[src/rtl/dht_poll_scheduler_pkg.sv]
// rtl/dht_poll_scheduler_pkg.sv - shared types and constants for the DHT poll scheduler
// Purpose: FSM state encoding and width helpers used by the scheduler and its prescaler.
// Ports: none (package).
package dht_poll_scheduler_pkg;

    // Seven scheduler states in a 3-bit encoding; 3'd7 is unused.
    typedef enum logic [2:0] {
        ST_IDLE    = 3'd0,
        ST_ARM     = 3'd1,
        ST_START   = 3'd2,
        ST_WAIT    = 3'd3,
        ST_CHECK   = 3'd4,
        ST_PUBLISH = 3'd5,
        ST_RETRY   = 3'd6
    } state_e;

    // Width of the millisecond prescaler counter, $clog2(CLK_HZ/1000), kept >= 1.
    function automatic int ms_tick_width(input int clk_hz);
        int div;
        div = clk_hz / 1000;
        return (div > 1) ? $clog2(div) : 1;
    endfunction

    // Bits needed to hold values 0..n-1, kept >= 1.
    function automatic int cnt_width(input int n);
        return (n > 1) ? $clog2(n) : 1;
    endfunction

endpackage

[src/rtl/dht_poll_scheduler_ms_tick_gen.sv]
// rtl/dht_poll_scheduler_ms_tick_gen.sv - millisecond tick prescaler
// Purpose: one-cycle tick every CLK_HZ/1000 clock cycles, shared by all ms counters.
// Ports: clk, rst (async active-low), tick (one-cycle pulse per millisecond).
module ms_tick_gen
    import dht_poll_scheduler_pkg::*;
#(
    parameter int CLK_HZ = 50_000_000
) (
    input  logic clk,
    input  logic rst,
    output logic tick
);

    localparam int DIV = CLK_HZ / 1000;
    localparam int W   = ms_tick_width(CLK_HZ);
    localparam logic [W-1:0] LAST = W'(DIV - 1);

    logic [W-1:0] cnt_q;
    logic [W-1:0] cnt_d;

    assign tick = (cnt_q == LAST);

    always_comb begin
        cnt_d = tick ? '0 : cnt_q + W'(1);
    end

    always_ff @(posedge clk or negedge rst) begin
        if (!rst) begin
            cnt_q <= '0;
        end else begin
            cnt_q <= cnt_d;
        end
    end

endmodule

[src/rtl/dht_poll_scheduler.sv]
// rtl/dht_poll_scheduler.sv - DHT sensor read scheduler with gap, timeout, retry and checksum
// Purpose: decides when a sensor read runs (auto-poll, button, retry), enforces the
//   minimum inter-read gap and per-read timeout, checks the checksum and publishes samples.
// Ports: clk, rst (async active-low); auto_en, btn_req (requests); rd_start/rd_done/rd_data
//   (reader handshake); rh_int, rh_dec, temp_int, temp_dec, sample_valid (published sample);
//   fail (sticky), err_count (saturating), busy (not IDLE).
module dht_poll_scheduler
    import dht_poll_scheduler_pkg::*;
#(
    parameter int CLK_HZ     = 50_000_000,
    parameter int POLL_MS    = 2000,
    parameter int MIN_GAP_MS = 1000,
    parameter int TIMEOUT_MS = 30,
    parameter int MAX_RETRY  = 3
) (
    input  logic        clk,
    input  logic        rst,
    input  logic        auto_en,
    input  logic        btn_req,
    output logic        rd_start,
    input  logic        rd_done,
    input  logic [39:0] rd_data,
    output logic [7:0]  rh_int,
    output logic [7:0]  rh_dec,
    output logic [7:0]  temp_int,
    output logic [7:0]  temp_dec,
    output logic        sample_valid,
    output logic        fail,
    output logic [7:0]  err_count,
    output logic        busy
);

    localparam int GAP_W  = cnt_width(MIN_GAP_MS + 1);
    localparam int TO_W   = cnt_width(TIMEOUT_MS + 1);
    localparam int POLL_W = cnt_width(POLL_MS);

    localparam logic [GAP_W-1:0]  GAP_SAT   = GAP_W'(MIN_GAP_MS);
    localparam logic [TO_W-1:0]   TO_LIM    = TO_W'(TIMEOUT_MS);
    localparam logic [POLL_W-1:0] POLL_LAST = POLL_W'(POLL_MS - 1);
    localparam logic [2:0]        RETRY_LIM = 3'(MAX_RETRY);

    state_e state_q, state_d;

    logic              ms_tick;
    logic              btn_q;
    logic              pend_q, pend_d;
    logic [GAP_W-1:0]  gap_q, gap_d;
    logic [TO_W-1:0]   to_q, to_d;
    logic [POLL_W-1:0] poll_q, poll_d;
    logic [2:0]        retry_q, retry_d;
    logic [39:0]       cap_q, cap_d;
    logic [31:0]       sample_q, sample_d;
    logic              sample_valid_q, sample_valid_d;
    logic              fail_q, fail_d;
    logic [7:0]        err_q, err_d;
    logic              rd_start_q, rd_start_d;
    logic              busy_q, busy_d;

    logic       poll_fire;
    logic       req;
    logic [7:0] sum8;
    logic       csum_ok;
    logic       retry_left;

    ms_tick_gen #(
        .CLK_HZ (CLK_HZ)
    ) u_ms_tick (
        .clk  (clk),
        .rst  (rst),
        .tick (ms_tick)
    );

    // Poll fires on the tick that would take the timer past POLL_MS-1, so the
    // start-to-start period is exactly POLL_MS ticks.
    assign poll_fire = auto_en && ms_tick && (poll_q == POLL_LAST);
    // A button edge and a poll fire in the same cycle collapse into one request.
    assign req       = (btn_req && !btn_q) || poll_fire;

    assign sum8       = cap_q[39:32] + cap_q[31:24] + cap_q[23:16] + cap_q[15:8];
    assign csum_ok    = (sum8 == cap_q[7:0]);
    assign retry_left = (retry_q < RETRY_LIM);

    // State register
    always_ff @(posedge clk or negedge rst) begin
        if (!rst) begin
            state_q <= ST_IDLE;
        end else begin
            state_q <= state_d;
        end
    end

    // Next-state logic; rd_done is only looked at in WAIT and beats a same-cycle timeout.
    always_comb begin
        state_d = state_q;
        case (state_q)
            ST_IDLE:    if (req || pend_q) state_d = ST_ARM;
            ST_ARM:     if (gap_q >= GAP_SAT) state_d = ST_START;
            ST_START:   state_d = ST_WAIT;
            ST_WAIT: begin
                if (rd_done) begin
                    state_d = ST_CHECK;
                end else if (to_q >= TO_LIM) begin
                    state_d = ST_RETRY;
                end
            end
            ST_CHECK:   state_d = csum_ok ? ST_PUBLISH : ST_RETRY;
            ST_PUBLISH: state_d = ST_IDLE;
            ST_RETRY:   state_d = retry_left ? ST_ARM : ST_IDLE;
            default:    state_d = ST_IDLE;
        endcase
    end

    // Output and datapath next values
    always_comb begin
        pend_d         = pend_q;
        gap_d          = gap_q;
        to_d           = to_q;
        poll_d         = poll_q;
        retry_d        = retry_q;
        cap_d          = cap_q;
        sample_d       = sample_q;
        fail_d         = fail_q;
        err_d          = err_q;
        sample_valid_d = (state_d == ST_PUBLISH);
        rd_start_d     = (state_d == ST_START);
        busy_d         = (state_d != ST_IDLE);

        if (!auto_en) begin
            poll_d = '0;
        end else if (ms_tick) begin
            poll_d = poll_fire ? '0 : poll_q + POLL_W'(1);
        end

        // IDLE consumes the flag; anywhere else a request just sets it.
        if (state_q == ST_IDLE) begin
            pend_d = 1'b0;
        end else if (req) begin
            pend_d = 1'b1;
        end

        // Gap counts from the end of a read and saturates at the minimum gap.
        if ((state_d == ST_CHECK) || (state_d == ST_RETRY)) begin
            gap_d = '0;
        end else if (ms_tick && (gap_q < GAP_SAT)) begin
            gap_d = gap_q + GAP_W'(1);
        end

        if (state_q == ST_START) begin
            to_d = '0;
        end else if ((state_q == ST_WAIT) && ms_tick && (to_q < TO_LIM)) begin
            to_d = to_q + TO_W'(1);
        end

        if ((state_q == ST_WAIT) && rd_done) begin
            cap_d = rd_data;
        end

        if (state_d == ST_PUBLISH) begin
            sample_d = cap_q[39:8];
            fail_d   = 1'b0;
            retry_d  = '0;
        end

        if (state_q == ST_RETRY) begin
            if (err_q != 8'hFF) begin
                err_d = err_q + 8'd1;
            end
            if (retry_left) begin
                retry_d = retry_q + 3'd1;
            end else begin
                retry_d = '0;
                fail_d  = 1'b1;
            end
        end
    end

    always_ff @(posedge clk or negedge rst) begin
        if (!rst) begin
            btn_q          <= 1'b0;
            pend_q         <= 1'b0;
            gap_q          <= GAP_SAT;
            to_q           <= '0;
            poll_q         <= '0;
            retry_q        <= '0;
            cap_q          <= '0;
            sample_q       <= '0;
            sample_valid_q <= 1'b0;
            fail_q         <= 1'b0;
            err_q          <= '0;
            rd_start_q     <= 1'b0;
            busy_q         <= 1'b0;
        end else begin
            btn_q          <= btn_req;
            pend_q         <= pend_d;
            gap_q          <= gap_d;
            to_q           <= to_d;
            poll_q         <= poll_d;
            retry_q        <= retry_d;
            cap_q          <= cap_d;
            sample_q       <= sample_d;
            sample_valid_q <= sample_valid_d;
            fail_q         <= fail_d;
            err_q          <= err_d;
            rd_start_q     <= rd_start_d;
            busy_q         <= busy_d;
        end
    end

    assign rd_start     = rd_start_q;
    assign busy         = busy_q;
    assign sample_valid = sample_valid_q;
    assign fail         = fail_q;
    assign err_count    = err_q;
    assign rh_int       = sample_q[31:24];
    assign rh_dec       = sample_q[23:16];
    assign temp_int     = sample_q[15:8];
    assign temp_dec     = sample_q[7:0];

endmodule

[config.mk]
export PLATFORM = sky130hd
export DESIGN_NAME = dht_poll_scheduler
export DESIGN_NICKNAME = d
export VERILOG_FILES = /design/src/rtl/dht_poll_scheduler_pkg.sv /design/src/rtl/dht_poll_scheduler_ms_tick_gen.sv /design/src/rtl/dht_poll_scheduler.sv
export SDC_FILE = /design/constraint.sdc
export NUM_CORES = 1
export LEC_CHECK = 0
export CORE_ASPECT_RATIO = 1.25
export CORE_MARGIN = 5
export CORE_UTILIZATION = 50
export DETAILED_ROUTE_END_ITERATION = 8
export PLACE_DENSITY = 0.86
export SYNTH_ARGS = -nofsm -noshare
export SYNTH_HDL_FRONTEND = slang
export SYNTH_SLANG_ARGS = --single-unit
[constraint.sdc]
create_clock -name clk -period 4.3 [get_ports clk]
set_input_delay 0.645 -clock clk [delete_from_list [all_inputs] [get_ports clk]]
set_output_delay 0.645 -clock clk [all_outputs]
set_load 0.01 [all_outputs]
# [Word level (Yosys, flattened, before mapping)]
# Index checks and enable logic that the tools add are counted.
[word_totals] ff_bits=134 out_inout_bits=44 elab_cells=84
[classes] addsub=9 n_lt_le_gt_ge=5 n_mux=23 reduce_logical=18 eq_ne=14
[op_table] op="2-to-1 mux 11 bit" count=3
[op_table] op="adder 8 bit" count=3
[op_table] op="2-to-1 mux 3 bit" count=7
[op_table] op="2-to-1 mux 10 bit" count=2
[op_table] op="case mux 3 bit (6 select lines)" count=1
[op_table] op="adder 16 x 1 -> 16 bit (second input constant)" count=1
[op_table] op="equality test 16 bit (second input constant)" count=1
[op_table] op="2-to-1 mux 16 bit" count=1
[op_table] op="equality test 3 bit (second input constant)" count=5
[op_table] op="adder 11 x 1 -> 11 bit (second input constant)" count=1
[op_table] op="equality test 11 bit (second input constant)" count=1
[op_table] op="adder 10 x 1 -> 10 bit (second input constant)" count=1
[op_table] op=">= comparator 10 bit (second input constant)" count=1
[op_table] op="< comparator 10 bit (second input constant)" count=1
[op_table] op="2-to-1 mux 5 bit" count=2
[op_table] op="equality test 3 x 2 -> 1 bit (second input constant)" count=3
[op_table] op="adder 8 x 1 -> 8 bit (second input constant)" count=1
[op_table] op="equality test 8 bit" count=1
[op_table] op="!= test 8 bit (second input constant)" count=1
[op_table] op="nonzero test 2 bit" count=4
[op_table] op="logical AND 1 bit" count=7
[op_table] op="2-to-1 mux 1 bit" count=6
[op_table] op="adder 5 x 1 -> 5 bit (second input constant)" count=1
[op_table] op=">= comparator 5 bit (second input constant)" count=1
[op_table] op="other kinds (11)" count=13

# [Longest topological paths before layout]
[depth] word_depth=11 ltp_mapped=15 depth_no_buf=12

# [By module]
# Synthesis repeated with hierarchy kept, for this count alone.
[hier_totals] cells_unflattened=511 hier_area_um2=6448.7
[modules_own_cells] module="dht_poll_scheduler" instances=1 area_each_um2=5686.7 cells_each=444 seq_area_each_um2=2960.3
[modules_own_cells] module="ms_tick_gen" instances=1 area_each_um2=762.0 cells_each=67 seq_area_each_um2=400.4

# [Worst setup path after synthesis]
# Ideal clock, no wire load.
[synth_path] kind="flip-flop to flip-flop" from="register cap_q[9]" to="register sample_q[17]" arrival_time_ns=3.873 slack_ns=0.302 path_stages_with_launch=14 required_ns=4.175 setup_time_ns=0.125 path_cell_list="dfrtp_1 fa_1 inv_1 fa_1 inv_1 ha_1 fa_1 xor2_1 a2111oi_1 o2111ai_1 or4_4 buf_6 buf_6 mux2_4"
[synth_via] elab_chain_len=5
[synth_rtl] item="start: declaration" line="dht_poll_scheduler.sv:51" text="logic [39:0] cap_q, cap_d;"
[synth_rtl] item="start signal: assignment" line="dht_poll_scheduler.sv:199" text="cap_q <= cap_d;"
[synth_rtl] item="adder 8 bit" line="dht_poll_scheduler.sv:79" text="assign sum8 = cap_q[39:32] + cap_q[31:24] + cap_q[23:16] + cap_q[15:8];"
[synth_rtl] item="equality test 8 bit" line="dht_poll_scheduler.sv:80" text="assign csum_ok = (sum8 == cap_q[7:0]);"
[synth_rtl] item="2-to-1 mux 2 bit" line="dht_poll_scheduler.sv:106" text="ST_CHECK: state_d = csum_ok ? ST_PUBLISH : ST_RETRY;"
[synth_rtl] item="case mux 3 bit (6 select lines)" line="dht_poll_scheduler.sv:95" text="case (state_q)"
[synth_rtl] item="equality test 3 bit" line="dht_poll_scheduler.sv:158" text="if (state_d == ST_PUBLISH) begin"
[synth_rtl] item="end signal: assignment" line="dht_poll_scheduler.sv:200" text="sample_q <= sample_d;"
[synth_rtl] item="end: declaration" line="dht_poll_scheduler.sv:52" text="logic [31:0] sample_q, sample_d;"
# No other way between the ends.
# A chain may end at the register's enable or synchronous reset.

# [Final worst setup path]
[layout_path] from="register cap_q[9]" to="register sample_q[21]"
# The elaborated chain is that of the path after synthesis.

==> reports/qor.yml <==
run_status: "finished clean"
pin_count: 89
synth_compound_area_share_pct: 5.933
first_pass_iters: 5
synthMuxAreaShare_pct: 14.00
drv_slew: 0
timing.final.hold_violations: 0
n_fill_cell: 904
critPathArrivalTime_ns: 4.38
peakVddDrop_uv: 516.5
rows: 46
p_per_area_mw_per_mm2: 756.8
syn_to_final_growth_pct: 25.77
synth_top_area_share_pct: 50.13
synth_fa_ha_area_share_pct: 7.323
cts_buffers: 17
synth_top_family_by_area: "multiplexers"
drtAntennaViolNets: 0
p_seq_share_pct: 31.4
ys_top_cells_by_area: "dfrtp_1, mux2_2, fa_1"
routedWlPerCell_um: 17.84
period_minus_slack_ns: 4.085
critPathMaxFanout: 24
p_leak_nw: 3.642
grtUsageTotal_pct: 19.52
ys_seq_area_share_pct: 52.59
ff_latch_area_mm2: 0.003361
ys_ff_latch: 134
multi_input_area_mm2: 0.002882
async_flop_share_pct: 100.0
cts_tree: "yes"
nNetsFinal: 680
finalNonFillerCells: 786
grt_pass1_vias: 4571
wl_um: 14020
holdWs_ns: 0.4161
synth_area_leader_cell: "dfrtp_1"
drcViolationCount: 0
synth.distinct_cells: 52
endpoint_kind: "flip-flop"
grt_start_max_net_pins: 88
syn-num-nets: 585
cts_max_level: 4
yosysWarningCount: 0
drive_gt1_share_pct: 19.90
syn-instance-count: 511
die_y_um: 136.4
skew_ns: 0.006422
synthFlopType: "dfrtp_1"
globalplace.congestion: 0.8357
rsz0062_at_grt: "no"
synthXorXnorAreaFrac_pct: 6.990
initial_core_util_pct: 50.69
port_buffers: 88
clock-sinks: 134
cts_root_buf: "clkbuf_16"
fp.coreArea_mm2: 0.01260
post-place-cells: 755
comb_power_share_pct: 45.3
via_count: 4301
dp_hpwl_um: 9641
antenna_cells: 0
swShare_pct: 37.16
final-setup-viol-count: 0
p_switching_mw: 2.260
grt_pass1_wl_um: 23460
max-slew-margin-rel_pct: 13.70
cp-start-kind: "flip-flop"
worstPathRequired_ns: 4.59
clk_pin_slew_worst_paths_ns: 0.05
clock_latency_ns: 0.41
worst_pin_slew_ns: 1.281
clk_path_buf_depth: 2
dieArea_mm2: 0.01515
cts_setup_buffers: 0
via_per_inst: 5.472
internal_power_mw: 3.822
synth_edf_count: 0
grt_overflow: 0
min_path_type: "in -> async"
maxCapViolCount: 0
holdBufCountCts: 0
criticalPathCategory: "reg -> reg"
fmax_ghz: 0.2448
drt-initial-drc-count: 266
die_w_um: 111.1
antenna_found_initial: 0
post-route-period-util_pct: 95.00
clkPwrFrac_pct: 23.3
ff2ff_setup_slack_ns: 0.21
synth_area_mm2: 0.006390
final_util_pct: 63.76
synth-simple-area-share_pct: 10.61
avgSynthCellArea_um2: 12.50
power groups by stage:
stage                     Combinational, mW  Clock (mW)  Sequential (mW)
final                                  2.76        1.41             1.91
after global routing                   3.04        1.51             1.96
after CTS                              2.67        1.44             1.91
after detailed placement               2.62           0             1.91
after global placement                 2.41           0             1.88
after floorplan                        1.91           0             1.84
path summary, 6_finish.rpt:
path,start,end,depth (start not counted)
hold reg to reg,u_ms_tick.cnt_q[0],u_ms_tick.cnt_q[0],1
setup / recovery,cap_q[9],sample_q[21],13
min in group clk,u_ms_tick.cnt_q[0],u_ms_tick.cnt_q[0],1
max in group asynchronous,rst,gap_q[6],2
setup reg to reg,cap_q[9],sample_q[21],13
hold / removal,rst,cap_q[33],1
per-stage QoR:
step	power (mW)	setup WS, ns	setup TNS (ns)	cell area (µm²)
3_5_place_dp	4.530	-0.05332	-0.3105	7433
3_3_place_gp	4.291	0.2080	0	7433
4_1_cts	6.022	0.003544	0	8021
6_report	6.082	0.2149	0	8036
2_1_floorplan	3.755	0.3019	0	6390
5_1_grt	6.506	0.03434	0	8036
critical path, stage by stage, from the launching register on:
cell	delay (ns)
dfrtp_1	0.41
fa_1	0.58
inv_1	0.07
fa_1	0.50
inv_1	0.05
ha_1	0.23
fa_1	0.41
a21o_1	0.19
a21oi_2	0.17
xnor2_1	0.15
o2111ai_2	0.19
or4_4	0.48
buf_12	0.19
mux2_4	0.31
metal layers:
layer	part of all wire, %	vias up	GRT usage (%)	wire length [µm]
met5	0	-	0	0
met4	2.3	0	6.761	328
met3	5.5	28	5.387	766
met2	52	142	34.41	7313
met1	40	2141	23.11	5614
li1	-	1990	-	-
cell type report:
class	count	area share, %
timing repair buffer	93	11.60
clock inverter	9	1.246
tap	168	2.616
multi-input combinational	342	35.86
inverter	18	0.8407
clock buffer	22	6.025
sequential	134	41.82
cells in the mapped netlist (all sizes together) (15+ instances only):
cell type,instances
inv,18
nand4,15
o21ai,22
xnor2,29
nor2,29
nand2,25
dfrtp,128
xor2,22
mux2,73
a21oi,16
ha,15
registers in the layout (all words and copies together), names as in the netlist, 5 cells and up:
signal and cells:
gap_q 10, u_ms_tick.cnt_q 16, sample_q 32, cap_q 40, poll_q 11, err_count 8
to_q 5
repair_timing:
item                                    4_1_cts  5_1_grt
endpoints found under the setup margin        7       36
pin swaps                                     1        2
gates resized for setup                       1        4
cells by family after synthesis:
kind of cell / Yosys count
compound gates: 61
mux: 75
simple gates: 126
flops: 134
fa+ha+maj: 29
buf+inv: 35
xor+xnor: 51
layout by cell type (no fill, tap or decap), types with 2 or more instances in the layout:
cell type        instances
a21o_1                   4
a21oi_1                 15
a31oi_1                  3
a32o_1                   2
and2_1                   2
and3_1                  14
and4_1                   2
buf_4                    4
bufinv_16                2
clkbuf_16               17
clkbuf_8                 4
clkdlybuf4s50_1         87
clkinv_2                 5
clkinvlp_4               2
dfrtp_1                128
dfstp_2                  6
fa_1                    14
ha_1                    15
inv_1                   18
mux2_2                  59
mux2_4                  14
mux2i_1                  2
nand2_1                 25
nand3_1                  7
nand3b_1                 2
nand4_1                 15
nor2_1                  29
nor2b_1                  4
nor3_1                   6
nor3b_1                  4
nor4_1                   2
nor4b_1                  3
nor4bb_1                 3
o21ai_0                 21
o21bai_1                 2
or3_1                    3
xnor2_1                 29
xor2_1                  22
No activity file was read; power rests on OpenSTA's default activity.
